### config.mk
export PLATFORM = sky130hd
export DESIGN_NAME = hr_nlane_ser
export DESIGN_NICKNAME = d
export VERILOG_FILES = /design/src/rtl/hr_nlane_ser.sv
export SDC_FILE = /design/constraint.sdc
export NUM_CORES = 1
export LEC_CHECK = 0
export CAP_MARGIN = 20
export CORE_MARGIN = 2
export CORE_UTILIZATION = 55
export CTS_CLUSTER_DIAMETER = 40
export DETAILED_ROUTE_END_ITERATION = 16
export HOLD_SLACK_MARGIN = 0.02
export PLACE_DENSITY = 0.82
export SETUP_SLACK_MARGIN = 0.1
export SYNTH_ARGS = -nofsm -noshare
export SYNTH_HDL_FRONTEND = slang
export SYNTH_SLANG_ARGS = --single-unit
### constraint.sdc
create_clock -name clk_hr -period 5.53 [get_ports clk_hr]
set_input_delay 0.553 -clock clk_hr [delete_from_list [all_inputs] [get_ports clk_hr]]
set_output_delay 0.553 -clock clk_hr [all_outputs]
set_load 0.01 [all_outputs]
### src/rtl/hr_nlane_ser.sv
// hr_nlane_ser: N-lane parallel-to-serial converter with one-word hold buffer, word clock and underflow tracking.
// Optional SER_PRBS_IDLE_EN: idle words carry PRBS7 bits instead of zeros.
module hr_nlane_ser #(
   parameter int LANES     = 4,
   parameter int RATIO     = 4,
   parameter int LSB_FIRST = 1
) (
   input  logic                   clk_hr,
   input  logic                   rst_n,
   input  logic                   en,
   input  logic [LANES*RATIO-1:0] din,
   input  logic                   din_valid,
   output logic                   din_ready,
   input  logic                   underflow_clr,
   output logic [LANES-1:0]       dout,
   output logic                   clk_word,
   output logic                   underflow,
   output logic [15:0]            words_sent
);
   localparam int CW = $clog2(RATIO);
   localparam int W  = LANES*RATIO;
   typedef enum logic {OFF, RUN} state_t;
   state_t           r_state, w_state_nxt;
   logic [CW-1:0]    r_cnt, w_cnt_nxt;
   logic [W-1:0]     r_hold, r_sh, w_sh_nxt, w_word, w_src, w_idle;
   logic [LANES-1:0] r_dout, w_dout_nxt;
   logic [15:0]      r_ws;
   logic             r_full, r_clk_word, r_uf;
   logic             w_run, w_load, w_wr, w_bypass, w_uf_set;
   // Next state follows en; a running cycle is a load cycle when the bit counter wraps.
   always_comb begin
      w_run       = (r_state == RUN) && en;
      w_load      = w_run && (r_cnt == CW'(RATIO-1));
      w_state_nxt = en ? RUN : OFF;
      w_cnt_nxt   = !w_run ? CW'(RATIO-1) : (w_load ? '0 : r_cnt + CW'(1));
   end
   assign din_ready = !r_full || w_load;
   assign w_wr      = din_valid && din_ready;
   assign w_bypass  = w_load && !r_full && w_wr;
   assign w_uf_set  = w_load && !r_full && !w_wr;
   assign w_word    = r_full ? r_hold : (w_wr ? din : w_idle);
   assign w_src     = w_load ? w_word : r_sh;
`ifdef SER_PRBS_IDLE_EN
   logic [6:0]       r_lfsr, w_lfsr_nxt;
   logic [RATIO-1:0] w_pat;
   // Run the PRBS7 RATIO steps ahead, placing bits so the line carries them in generation order.
   always_comb begin
      w_lfsr_nxt = r_lfsr;
      w_pat      = '0;
      for (int i = 0; i < RATIO; i++) begin
         w_pat[LSB_FIRST ? i : RATIO-1-i] = w_lfsr_nxt[6] ^ w_lfsr_nxt[5];
         w_lfsr_nxt = {w_lfsr_nxt[5:0], w_lfsr_nxt[6] ^ w_lfsr_nxt[5]};
      end
   end
   // LFSR advances only when an idle word is actually loaded.
   always_ff @(posedge clk_hr or negedge rst_n) begin
      if (!rst_n)        r_lfsr <= 7'h7F;
      else if (w_uf_set) r_lfsr <= w_lfsr_nxt;
   end
   assign w_idle = {LANES{w_pat}};
`else
   assign w_idle = '0;
`endif
   // Per lane: emit the leading bit of the source word and shift the remainder towards it.
   always_comb begin
      w_dout_nxt = '0;
      w_sh_nxt   = '0;
      for (int k = 0; k < LANES; k++) begin
         w_dout_nxt[k]              = w_src[k*RATIO + (LSB_FIRST ? 0 : RATIO-1)];
         w_sh_nxt[k*RATIO +: RATIO] = LSB_FIRST ? (w_src[k*RATIO +: RATIO] >> 1) : (w_src[k*RATIO +: RATIO] << 1);
      end
   end
   // State register and bit counter.
   always_ff @(posedge clk_hr or negedge rst_n) begin
      if (!rst_n) begin
         r_state <= OFF;
         r_cnt   <= CW'(RATIO-1);
      end else begin
         r_state <= w_state_nxt;
         r_cnt   <= w_cnt_nxt;
      end
   end
   // Hold buffer, shifters, registered outputs and status; leaving RUN clears the line but keeps hold.
   always_ff @(posedge clk_hr or negedge rst_n) begin
      if (!rst_n) begin
         r_hold     <= '0;
         r_full     <= 1'b0;
         r_sh       <= '0;
         r_dout     <= '0;
         r_clk_word <= 1'b0;
         r_uf       <= 1'b0;
         r_ws       <= '0;
      end else begin
         if (w_wr && !w_bypass) r_hold <= din;
         r_full     <= w_load ? (r_full && w_wr) : (r_full || w_wr);
         r_sh       <= w_run ? w_sh_nxt : '0;
         r_dout     <= w_run ? w_dout_nxt : '0;
         r_clk_word <= !w_cnt_nxt[CW-1];
         r_uf       <= w_uf_set || (r_uf && !underflow_clr);
         if (w_load && !w_uf_set) r_ws <= r_ws + 16'd1;
      end
   end
   assign dout       = r_dout;
   assign clk_word   = r_clk_word;
   assign underflow  = r_uf;
   assign words_sent = r_ws;
endmodule

; ---- Word level (Yosys, flattened, before mapping)
; Cells that the tools add are included.
[word_totals]
mem_bits_ro = 0
mem_count = 0
out_inout_bits = 23
regBits = 58
wordCells = 40
in_bits = 21
ram_bits = 0
latchBits = 0
[op_classes]
n_addsub = 2
muxes = 9
eq_ne = 1
bitwise = 0
magnitude_cmp = 0
n_reduce_logical = 19
div = 0
shift = 0
multipliers = 0
[ops]
columns = op, count
row1 = $mux W16, 3
row2 = $add A16 B1 Y16 const B, 1
row3 = $mux W15, 1
row4 = $logic_and A1 B1 Y1, 10
row5 = $logic_not A1 Y1, 6
row6 = $mux W2, 2
row7 = $mux W4, 1
row8 = $logic_or A1 B1 Y1, 3
row9 = $add A2 B1 Y2 const B, 1
row10 = $eq A2 B2 Y1 const B, 1
row11 = $mux W1, 2

; ---- Depth between registers and ports, before layout
; Gate-level depths: netlist (run 1).
[logic_depth]
depth_word = 8
ltp_mapped = 7

; ---- Worst setup path before layout (run 1)
; No wires, ideal clock.
[synth_path]
kind = register -> register
startpoint = register r_cnt[0]
endpoint = register r_hold[10]
arrival_ps = 1645
setup_ps = 125
path_slack_ps = 3760
t_required_ps = 5405
stages_incl_launch_ff = 8
period_less_slack_ps = 1770
path_cell_list = dfstp_2 -> ha_1 -> buf_4 -> nand3_4 -> nor2_1 -> nand3b_4 -> buf_6 -> mux2_4
[synth_via]
elab_chain_cells = 7
elab_cells_between_ends = 8
[synth_rtl]
columns = element, line_no
row1 = from (decl), 24  ; logic [CW-1:0] r_cnt, w_cnt_nxt;
row2 = from (signal assigned), 77  ; r_cnt <= CW'(RATIO-1);
row3 = from (signal assigned), 80  ; r_cnt <= w_cnt_nxt;
row4 = $eq A2 B2 Y1 *, 33  ; w_load = w_run && (r_cnt == CW'(RATIO-1));
row5 = $logic_and A1 B1 Y1 *, 33
row6 = $logic_or A1 B1 Y1, 37  ; assign din_ready = !r_full || w_load;
row7 = $logic_and A1 B1 Y1, 38  ; assign w_wr = din_valid && din_ready;
row8 = $logic_and A1 B1 Y1, 39  ; assign w_bypass = w_load && !r_full && w_wr;
row9 = $logic_not A1 Y1, 94  ; if (w_wr && !w_bypass) r_hold <= din;
row10 = $logic_and A1 B1 Y1 *, 94
row11 = to (signal assigned), 94
row12 = to (decl), 25  ; logic [W-1:0] r_hold, r_sh, w_sh_nxt, w_word, w_src, w_idle;
; Every way passes the cells marked *; elsewhere a longest branch is shown, timed or not.
; A chain may end at the register's enable or synchronous reset.

; ---- Final worst setup path (run 1)
[layout_path]
startpoint = register r_cnt[0]
endpoint = output din_ready
[layout_via]
elab_chain_cells = 3
[layout_rtl]
columns = element, line_no
row1 = $eq A2 B2 Y1, 33
row2 = $logic_and A1 B1 Y1, 33
row3 = $logic_or A1 B1 Y1, 37
row4 = to (decl), 13  ; output logic din_ready,
; No other way between the ends.

==> flow_metrics.py, run 1 <==
metrics = {
    "run_status": {
        "status": "finished clean",
    },
    "setup_path": {
        "cp.arrival_ns": 2.65,
        "critPathRequiredTime_ns": 4.98,
        "end_kind": "output port",
        "critPathLaunchType": "register",
        "crit_path_max_fanout": 27,
        "setup.worst_path.class": "register to output port",
    },
    "finish": {
        "final_nets": 245,
        "diodes": 0,
        "drive_gt1_share_pct": 16.1,
        "seq_area_mm2": 0.00135,
        "area.growth.synth_to_final_pct": 24.0,
        "multi_input_area_um2": 928,
        "fillCellCount": 272,
    },
    "clocking": {
        "cts_resized": 0,
        "clkLatencyLatePin_ns": 0.31,
        "clock_sinks": 54,
        "clk_path_buf_depth": 2,
        "cts_tree": "built",
        "cts_root_buf": "clkbuf_8",
        "cts_hold_buf": 0,
        "path_clk_slew_ns": 0.09,
        "cts_htree_levels": 2,
        "numCtsBuffers": 5,
        "postCtsSetupBuffers": 0,
    },
    "timing": {
        "finalSetupViolCount": 0,
        "hold_viol": 0,
        "period_share_pct": 58.0,
        "relSlewSlack_pct": 37.4,
        "worstMarginPinSlew_ns": 0.939,
        "fmax_mhz": 312,
        "final.setup.worst_slack_ns": 2.32,
        "rsz0062_at_grt": "no",
        "slew_violations": 0,
        "setup_tns_ns": 0,
        "clock_skew_ns": 0.00778,
        "finalCriticalPeriod_ns": 3.21,
    },
    "synthesis": {
        "synth_cell_types": 35,
        "ys_seq_elements": 54,
        "synth_top_cells_by_count": "52 x dfrtp_1, 20 x nor2_1, 16 x a22oi_1",
        "syn_area_per_cell_um2": 13.1,
        "ys_top_cells_by_area": "dfrtp_1 55%, mux2_4 6.4%, a22oi_1 5.1%",
        "yosys_warnings": 0,
        "seq_area_frac_synth_pct": 57.6,
        "syn_nets": 202,
        "yosysTopAreaCellShare_pct": 55.3,
        "synth_edf_count": 0,
        "synth_ff_type": "dfrtp_1",
        "synth.most_common_cell": "dfrtp_1",
        "synth-async-reset-ratio_pct": 100,
        "synthesis.area_mm2": 0.00235,
        "yosysTopAreaCell": "dfrtp_1",
        "syn_inst": 179,
    },
    "floorplan": {
        "die_w_um": 69.4,
        "rows": 23,
        "die_y_um": 69.4,
        "initial_core_util_pct": 58.0,
        "die_area_mm2": 0.00482,
        "core_mm2": 0.00406,
        "io_pins": 44,
    },
    "placement": {
        "post-place-ws_ns": 2.68,
        "place_hpwl_um": 2970,
        "port_buffers": 43,
        "globalplace.congestion": 0.777,
    },
    "power": {
        "power_density_mw_per_mm2": 341,
        "p_leak_nw": 1.30,
        "vdd_drop_max_mv": 0.274,
    },
    "detailed_routing": {
        "antenna_left": 0,
        "wl_per_cell_um": 15.9,
        "drt_iter0_markers": 123,
        "drc": 0,
        "avgViaCountPerCell": 5.48,
        "routed_wl_um": 4340,
        "via_count": 1496,
        "drtPass1Iterations": 4,
    },
    "flow_run": {
        "maxCapViolations": 0,
    },
    "global_route": {
        "grt_max_degree": 55,
        "track_usage_pct": 19.5,
        "antenna_found_initial": 0,
        "grt_pass1_wl_um": 7290,
        "grt_pass1_vias": 1469,
        "grt_overflow": 0,
    },
    "worst_hold_path": {
        "min_path_type": "primary input to asynchronous set/reset pin",
    },
}
[layer usage]
metal	GRT usage [%]	up-vias	routed length [um]	share of wire [%]
li1	-	720	-	-
met2	28.8	53	2070	48
met3	4.36	10	230	5.3
met5	0	-	0	0
met4	7.84	0	71	1.6
met1	28.0	713	1970	45
[per-stage QoR]
stage          hold slack (ns)  power, mW  std cells  instance area [um2]  util, %
2_1_floorplan            0.257      0.645        179                 2350        -
3_3_place_gp             0.463      0.727        263                 2780     68.5
3_5_place_dp             0.462      0.744        263                 2780     68.5
4_1_cts                  0.479       1.00        271                 2890     71.2
5_1_grt                  0.290       1.05        273                 2920     71.9
6_report                 0.254      0.995        273                 2920     71.9
[state kept, by name, indices dropped and copies added, names as in the netlist]
| signal | count |
|---|---|
| r_sh | 12 |
| clk_word | 1 |
| r_hold | 16 |
| words_sent | 16 |
| dout | 4 |
| underflow | 1 |
| r_cnt | 2 |
| r_state | 1 |
| r_full | 1 |
[cell type report]
cell class	instances	area share [%]
repair buffers	45	15.5
clock inverters	3	1.37
multi-input cells	113	31.8
flip-flops and latches	54	46.4
inverters	3	0.386
well taps	50	2.14
clock buffers	5	2.36
[critical path: stages, from the launching register on]
cell and delay, ns:
dfstp_2 0.55, ha_1 0.78, nand3_4 0.26, nand2_2 0.19, clkdlybuf4s50_1 0.56
[power breakdown]
part           leakage (nW)  internal, mW  switching (mW)
registers             0.690         0.457          0.0518
clock network        0.0579         0.133           0.123
logic                 0.549         0.133          0.0969
[cells by family (layout without fill, tap and decap cells)]
kind of cell               Yosys count  count (layout)  share of synthesized area (%)
buffers and inverters               12              56                           2.98
AOI/OAI and AO/OA                   32              32                           10.9
muxes                               17              17                           9.73
xor gates and xnor gates            15              15                           5.58
adders and majority gates            3               3                           1.49
and+or+nand+nor                     46              46                           11.8
DFF                                 54              54                           57.6
[cells in the final DEF (no fill, tap or decap), types with 3 or more instances in the layout]
| cell type | n |
|---|---|
| mux2_4 | 10 |
| a22oi_1 | 16 |
| nand4_1 | 3 |
| a211oi_1 | 12 |
| inv_1 | 3 |
| nor2_1 | 20 |
| clkbuf_8 | 5 |
| nand3_1 | 4 |
| xor2_1 | 5 |
| dfrtp_1 | 52 |
| clkdlybuf4s50_1 | 42 |
| xnor2_1 | 10 |
| nand2_1 | 6 |
| mux2_2 | 4 |
| mux2_1 | 3 |
[path summary, 6_finish.rpt]
path                                              endpoint  depth (start not counted)                  startpoint  slack (ns)
worst max-delay path                             din_ready                          4          r_cnt[0]$_DFF_PN1_        2.32
worst min-delay path            words_sent[10]$_DFFE_PN0P_                          1                       rst_n        0.25
worst max register to register       r_hold[3]$_DFFE_PN0P_                          5          r_cnt[0]$_DFF_PN1_        2.94
worst min register to register  words_sent[15]$_DFFE_PN0P_                          1  words_sent[15]$_DFFE_PN0P_        0.47
max in group asynchronous                r_sh[5]$_DFF_PN0_                          2                       rst_n        4.71
min in group clk_hr             words_sent[15]$_DFFE_PN0P_                          1  words_sent[15]$_DFFE_PN0P_        0.47
Power figures use the tool's default switching activity.
==> run 2: changes to the inputs <==
Settings changed: CORE_UTILIZATION 55 to 46, PLACE_DENSITY 0.82 to 0.73.
Clock period 5.53 ns to 2.8 ns, I/O delays scaled along.
==> run 2 against run 1 <==
Setup slack got worse by 1.7 ns. Power increased by 88%. Clock skew increased by 0.00077 ns. Global-route usage decreased by 3.7 points. Sequential power increased by 95%. Largest cell class unchanged. Worst hold slack got worse by 0.17 ns. Register-to-register slack got worse by 2.1 ns. Sequential share of layout area about the same. Final area about the same. Combinational power increased by 93%. First-iteration DRC count decreased by 63%.
==> flow_metrics.py, run 2 (synthesis results as in run 1) <==
metrics = {
    "finish": {
        "fillCellCount": 440,
        "final_nets": 246,
        "multi_input_area_um2": 928,
        "mostFrequentLayoutCell": "dfrtp_1",
        "seq_area_mm2": 0.00135,
        "layout_common_cells": "52 x dfrtp_1, 42 x clkdlybuf4s50_1, 20 x nor2_1",
        "diodes": 0,
        "area.growth.synth_to_final_pct": 24.1,
        "final_cell_area_mm2": 0.00292,
        "drive_gt1_share_pct": 16.1,
    },
    "setup_path": {
        "cp_cell_sequence": "ha_1 -> nand3_4 -> nand2_2 -> clkdlybuf4s50_1",
        "cp.arrival_ns": 1.89,
        "rr_worst_depth": 6,
        "critPathRequiredTime_ns": 2.52,
        "critPathLaunchType": "register",
        "end_kind": "output port",
        "crit_path_max_fanout": 9,
        "r2r-end": "words_sent[13]$_DFFE_PN0P_",
        "cpPeakStageDelay_ns": 0.56,
        "r2r-start": "r_cnt[0]$_DFF_PN1_",
        "rrSetupSlack_ns": 0.80,
        "crit_slowest_cell": "clkdlybuf4s50_1",
        "setup.worst_path.class": "register to output port",
    },
    "timing": {
        "whs_ns": 0.0792,
        "rsz0062_at_grt": "no",
        "finalSetupViolCount": 0,
        "relSlewSlack_pct": 44.0,
        "worstMarginPinSlew_ns": 0.840,
        "period_share_pct": 77.6,
        "setup_tns_ns": 0,
        "finalCriticalPeriod_ns": 2.17,
        "slew_violations": 0,
        "hold_viol": 0,
        "clock_skew_ns": 0.00855,
        "fmax_mhz": 460,
    },
    "clocking": {
        "cts_root_buf": "clkbuf_8",
        "clkLatencyLatePin_ns": 0.30,
        "cts_resized": 0,
        "path_clk_slew_ns": 0.09,
        "clk_path_buf_depth": 2,
        "postCtsSetupBuffers": 0,
        "cts_htree_levels": 2,
        "numCtsBuffers": 5,
        "clock_sinks": 54,
        "cts_tree": "built",
        "cts_hold_buf": 0,
    },
    "floorplan": {
        "die_w_um": 75.5,
        "rows": 26,
        "die_y_um": 75.5,
        "die_area_mm2": 0.00570,
        "io_pins": 44,
        "initial_core_util_pct": 47.0,
        "core_mm2": 0.00501,
    },
    "run_status": {
        "status": "finished clean",
    },
    "global_route": {
        "grt_pass1_wl_um": 6730,
        "track_usage_pct": 15.7,
        "grt_max_degree": 40,
        "antenna_found_initial": 0,
        "grt_pass1_vias": 1402,
        "grt_overflow": 0,
    },
    "power": {
        "vdd_drop_max_mv": 0.493,
        "p_leak_nw": 1.29,
        "power_density_mw_per_mm2": 642,
    },
    "placement": {
        "place_hpwl_um": 2810,
        "post_dp_cell_area_mm2": 0.00283,
        "globalplace.congestion": 0.728,
        "port_buffers": 43,
    },
    "detailed_routing": {
        "drc": 0,
        "antenna_left": 0,
        "drt_iter0_markers": 46,
        "drtPass1Iterations": 4,
        "routed_wl_um": 4000,
        "avgViaCountPerCell": 5.12,
        "wl_per_cell_um": 13.6,
        "via_count": 1504,
    },
    "worst_hold_path": {
        "min_path_type": "primary input to asynchronous set/reset pin",
    },
    "flow_run": {
        "maxCapViolations": 0,
    },
}
## run 2: worst max-delay path: cells and delay by family, from the launching register on
kind,cells,cell delay [ns]
buffers and inverters,1,0.56
DFF,1,0.54
and+or+nand+nor,2,0.29
adders and majority gates,1,0.21
## run 2: worst max path at each step
| stage | to | slack, ns | start |
|---|---|---|---|
| after floorplan | r_hold[10]$_DFFE_PN0P_ | 1.03 | r_cnt[0]$_DFF_PN1_ |
| after global placement | din_ready | 0.82 | en |
| after detailed placement | words_sent[13]$_DFFE_PN0P_ | 0.79 | r_cnt[0]$_DFF_PN1_ |
| after CTS | din_ready | 0.60 | r_cnt[0]$_DFF_PN1_ |
| after global routing | din_ready | 0.53 | r_cnt[0]$_DFF_PN1_ |
| final | din_ready | 0.63 | r_cnt[0]$_DFF_PN1_ |
## run 2: where the power goes
group          internal [mW]  leakage [nW]  switching, mW
clock                  0.200        0.0482          0.235
combinational          0.260         0.549          0.185
sequential             0.902         0.690         0.0934
total                   1.36          1.29          0.513
## run 2: layout make-up
cell class              instances  share of cell area (%)
well taps                      70                    3.00
flip-flops and latches         54                    46.4
multi-input cells             113                    31.8
clock inverters                 1                   0.171
clock buffers                   7                    2.96
repair buffers                 46                    15.3
inverters                       3                   0.386
## run 2: stage by stage
stage	power, mW	utilization (%)	setup WS [ns]	std cells
2_1_floorplan	1.27	-	1.03	179
3_3_place_gp	1.45	56.5	0.821	286
3_5_place_dp	1.46	56.5	0.786	286
4_1_cts	1.90	58.3	0.600	294
5_1_grt	1.98	58.3	0.530	294
6_report	1.87	58.3	0.628	294
## run 2: metal layers
metal  track usage, %  vias to the layer above  routed length (um)
met3             4.50                        6                 190
met1             23.1                      732                1920
li1                 -                      724                   -
met4             4.68                        0                  42
met2             22.9                       42                1850
met5                0                        -                   0
==> RTL change, RTL diff (settings of run 2) <==
Set the parameter `LANES` to 3 (it was 4).
--- a/src/rtl/hr_nlane_ser.sv
+++ b/src/rtl/hr_nlane_ser.sv
@@ -2,5 +2,5 @@
 // Optional SER_PRBS_IDLE_EN: idle words carry PRBS7 bits instead of zeros.
 module hr_nlane_ser #(
-   parameter int LANES     = 4,
+   parameter int LANES     = 3,
    parameter int RATIO     = 4,
    parameter int LSB_FIRST = 1
Interface: changed (resized din and dout); port bits go from 44 to 39. The function was not compared with the original's and may differ.
==> RTL change against run 2 <==
Wire length is 6.6% lower; sequential cell count is 8 lower; cell count is 16% lower; sequential share of layout area is 0.33 points lower; core utilization is 3.5 points higher; power is 12% lower; area after synthesis is 16% lower; final area is 14% lower; clock power is 6.9% lower; setup slack worse by 0.11 ns; critical endpoint unchanged; highest routed layer unchanged.
==> RTL change: results (changes against run 2) <==
Pwr
  – Switch share: 0.271 (was 0.274)
  – Maximum vdd drop: 0.295 mV (was 0.493 mV)
  – P_leak: 1.10 nW (was 1.29 nW)

Routing
  – Final WL: 3.74 mm (was 4.00 mm)
  – Vias per cell: 5.26 (was 5.12)
  – Iteration-0 DRC Markers: 112 (was 46)
  – Pre-Repair DR Iteration Count: 5 (was 4)

Synthesis
  – Most frequent cells after synthesis: dfrtp_1, nor2_1, xnor2_1, a22oi_1, mux2_4 (was dfrtp_1, nor2_1, a22oi_1, a211oi_1)
  – Syn Nets: 173 (was 202)
  – Syn Area/Cell: 12.9 um2 (was 13.1 um2)
  – Leading post-synthesis cells by cell area: dfrtp_1, mux2_4, xnor2_1 (was dfrtp_1, mux2_4, a22oi_1)
  – Post-synthesis cell type count: 32 (was 35)
  – Sequential fraction of the synthesis area: 0.583 (was 0.576)

Global route
  – Number of global-route vias before repair: 1296 (was 1402)
  – First-pass GRT wire length: 6.33 mm (was 6.73 mm)
  – All-Layer GR Usage: 0.170 (was 0.157)
  – Largest net degree at the start of global routing: 47 (was 40)

Place
  – Final RePlAce weighted congestion: 0.744 (was 0.728)
  – IO buf count: 38 (was 43)
  – Dpl ws: 0.625 ns (was 0.786 ns)
  – Placed Cells: 237 (was 286)
  – Dpl hpwl: 2.71 mm (was 2.81 mm)

Layout
  – Antenna cell count: 0 (unchanged)
  – Final std cells w/o fill: 247 (was 294)
  – # fillers: 309 (was 440)
  – Fraction of layout cells with a size suffix above 1: 0.157 (was 0.161)
  – # nets final: 215 (was 246)

Clock network
  – CTS clk-pin slew, worst paths: 0.08 ns
  – CTS root buffer: clkbuf_8 (unchanged)

Worst setup path
  – Largest stage delay, worst path: 0.55 ns
  – Crit-path max FO: 6 (was 9)
  – R2R Path End: words_sent[11] (was words_sent[13])
  – Crit path launch: r_cnt[0] (unchanged)
  – WP data arrival: 2.01 ns (was 1.89 ns)
  – Reg2Reg Setup Slack: 0.68 ns (was 0.80 ns)
  – Slowest CP cell: clkdlybuf4s50_1 (unchanged)

STA
  – Final Cycle Share: 0.817 (was 0.776)
  – Clock Skew: 0.00423 ns (was 0.00855 ns)
  – Pin slew with the least headroom to its limit: 0.651 ns (was 0.840 ns)

Status
  – Outcome: finished, final reports clean (unchanged)
-- RTL change: metal layers --
layer,GRT usage,share of wire
met3,0.0465,0.039
met2,0.284,0.51
met1,0.206,0.43
met5,0,0
met4,0.0719,0.019
-- RTL change: power by group through the flow --
stage / sequential (mW) / clock, mW / combinational, mW
global route: 0.871 / 0.460 / 0.418
floorplan: 0.860 / 0 / 0.213
CTS: 0.855 / 0.421 / 0.384
global placement: 0.859 / 0 / 0.364
detailed placement: 0.868 / 0 / 0.382
finish: 0.856 / 0.405 / 0.383
-- RTL change: cell families after synthesis --
logic type	share of synthesized area
AO/OA/AOI/OAI	0.0980
buffers and inverters	0.0297
adder cells (fa/ha/maj)	0.0177
XOR/XNOR	0.0664
multiplexers	0.0929
AND/OR/NAND/NOR	0.113
flip-flops	0.583
-- RTL change: worst register-to-register path, stage by stage, from the launching register on --
cell,delay (ns)
dfstp_2,0.54
ha_1,0.17
nand3_1,0.26
buf_4,0.27
nor2_1,0.35
nand4_1,0.20
xnor2_1,0.22
-- RTL change: how the worst min path moves through the flow --
stage / startpoint / end / slack (ns) / cells after the start
4_1_cts: rst_n / r_hold[7] / 0.18 / 1
3_5_place_dp: words_sent[15] / words_sent[15] / 0.47 / 1
5_1_grt: rst_n / r_hold[10] / 0.47 / 2
3_3_place_gp: r_state / r_cnt[0] / 0.46 / 1
6_report: rst_n / r_hold[10] / 0.44 / 2
2_1_floorplan: rst_n / clk_word / -0.02 / 0
-- RTL change: area by class of cell --
cell class / count / area [um2] / area share
Inverter: 3 / 11.3 / 0.00449
Timing Repair Buffer: 42 / 420 / 0.168
Clock buffer: 7 / 86.3 / 0.0344
Multi-Input combinational cell: 98 / 767 / 0.306
Tap cell: 50 / 62.6 / 0.0250
Clock inverter: 1 / 5.00 / 0.00200
Sequential cell: 46 / 1150 / 0.460
-- RTL change: metrics by stage --
step	cell area (um2)	util	power, mW
floorplan	1980	-	1.07
global placement	2380	0.588	1.22
detailed placement	2380	0.588	1.25
CTS	2480	0.610	1.66
global route	2510	0.618	1.75
finish	2510	0.618	1.64
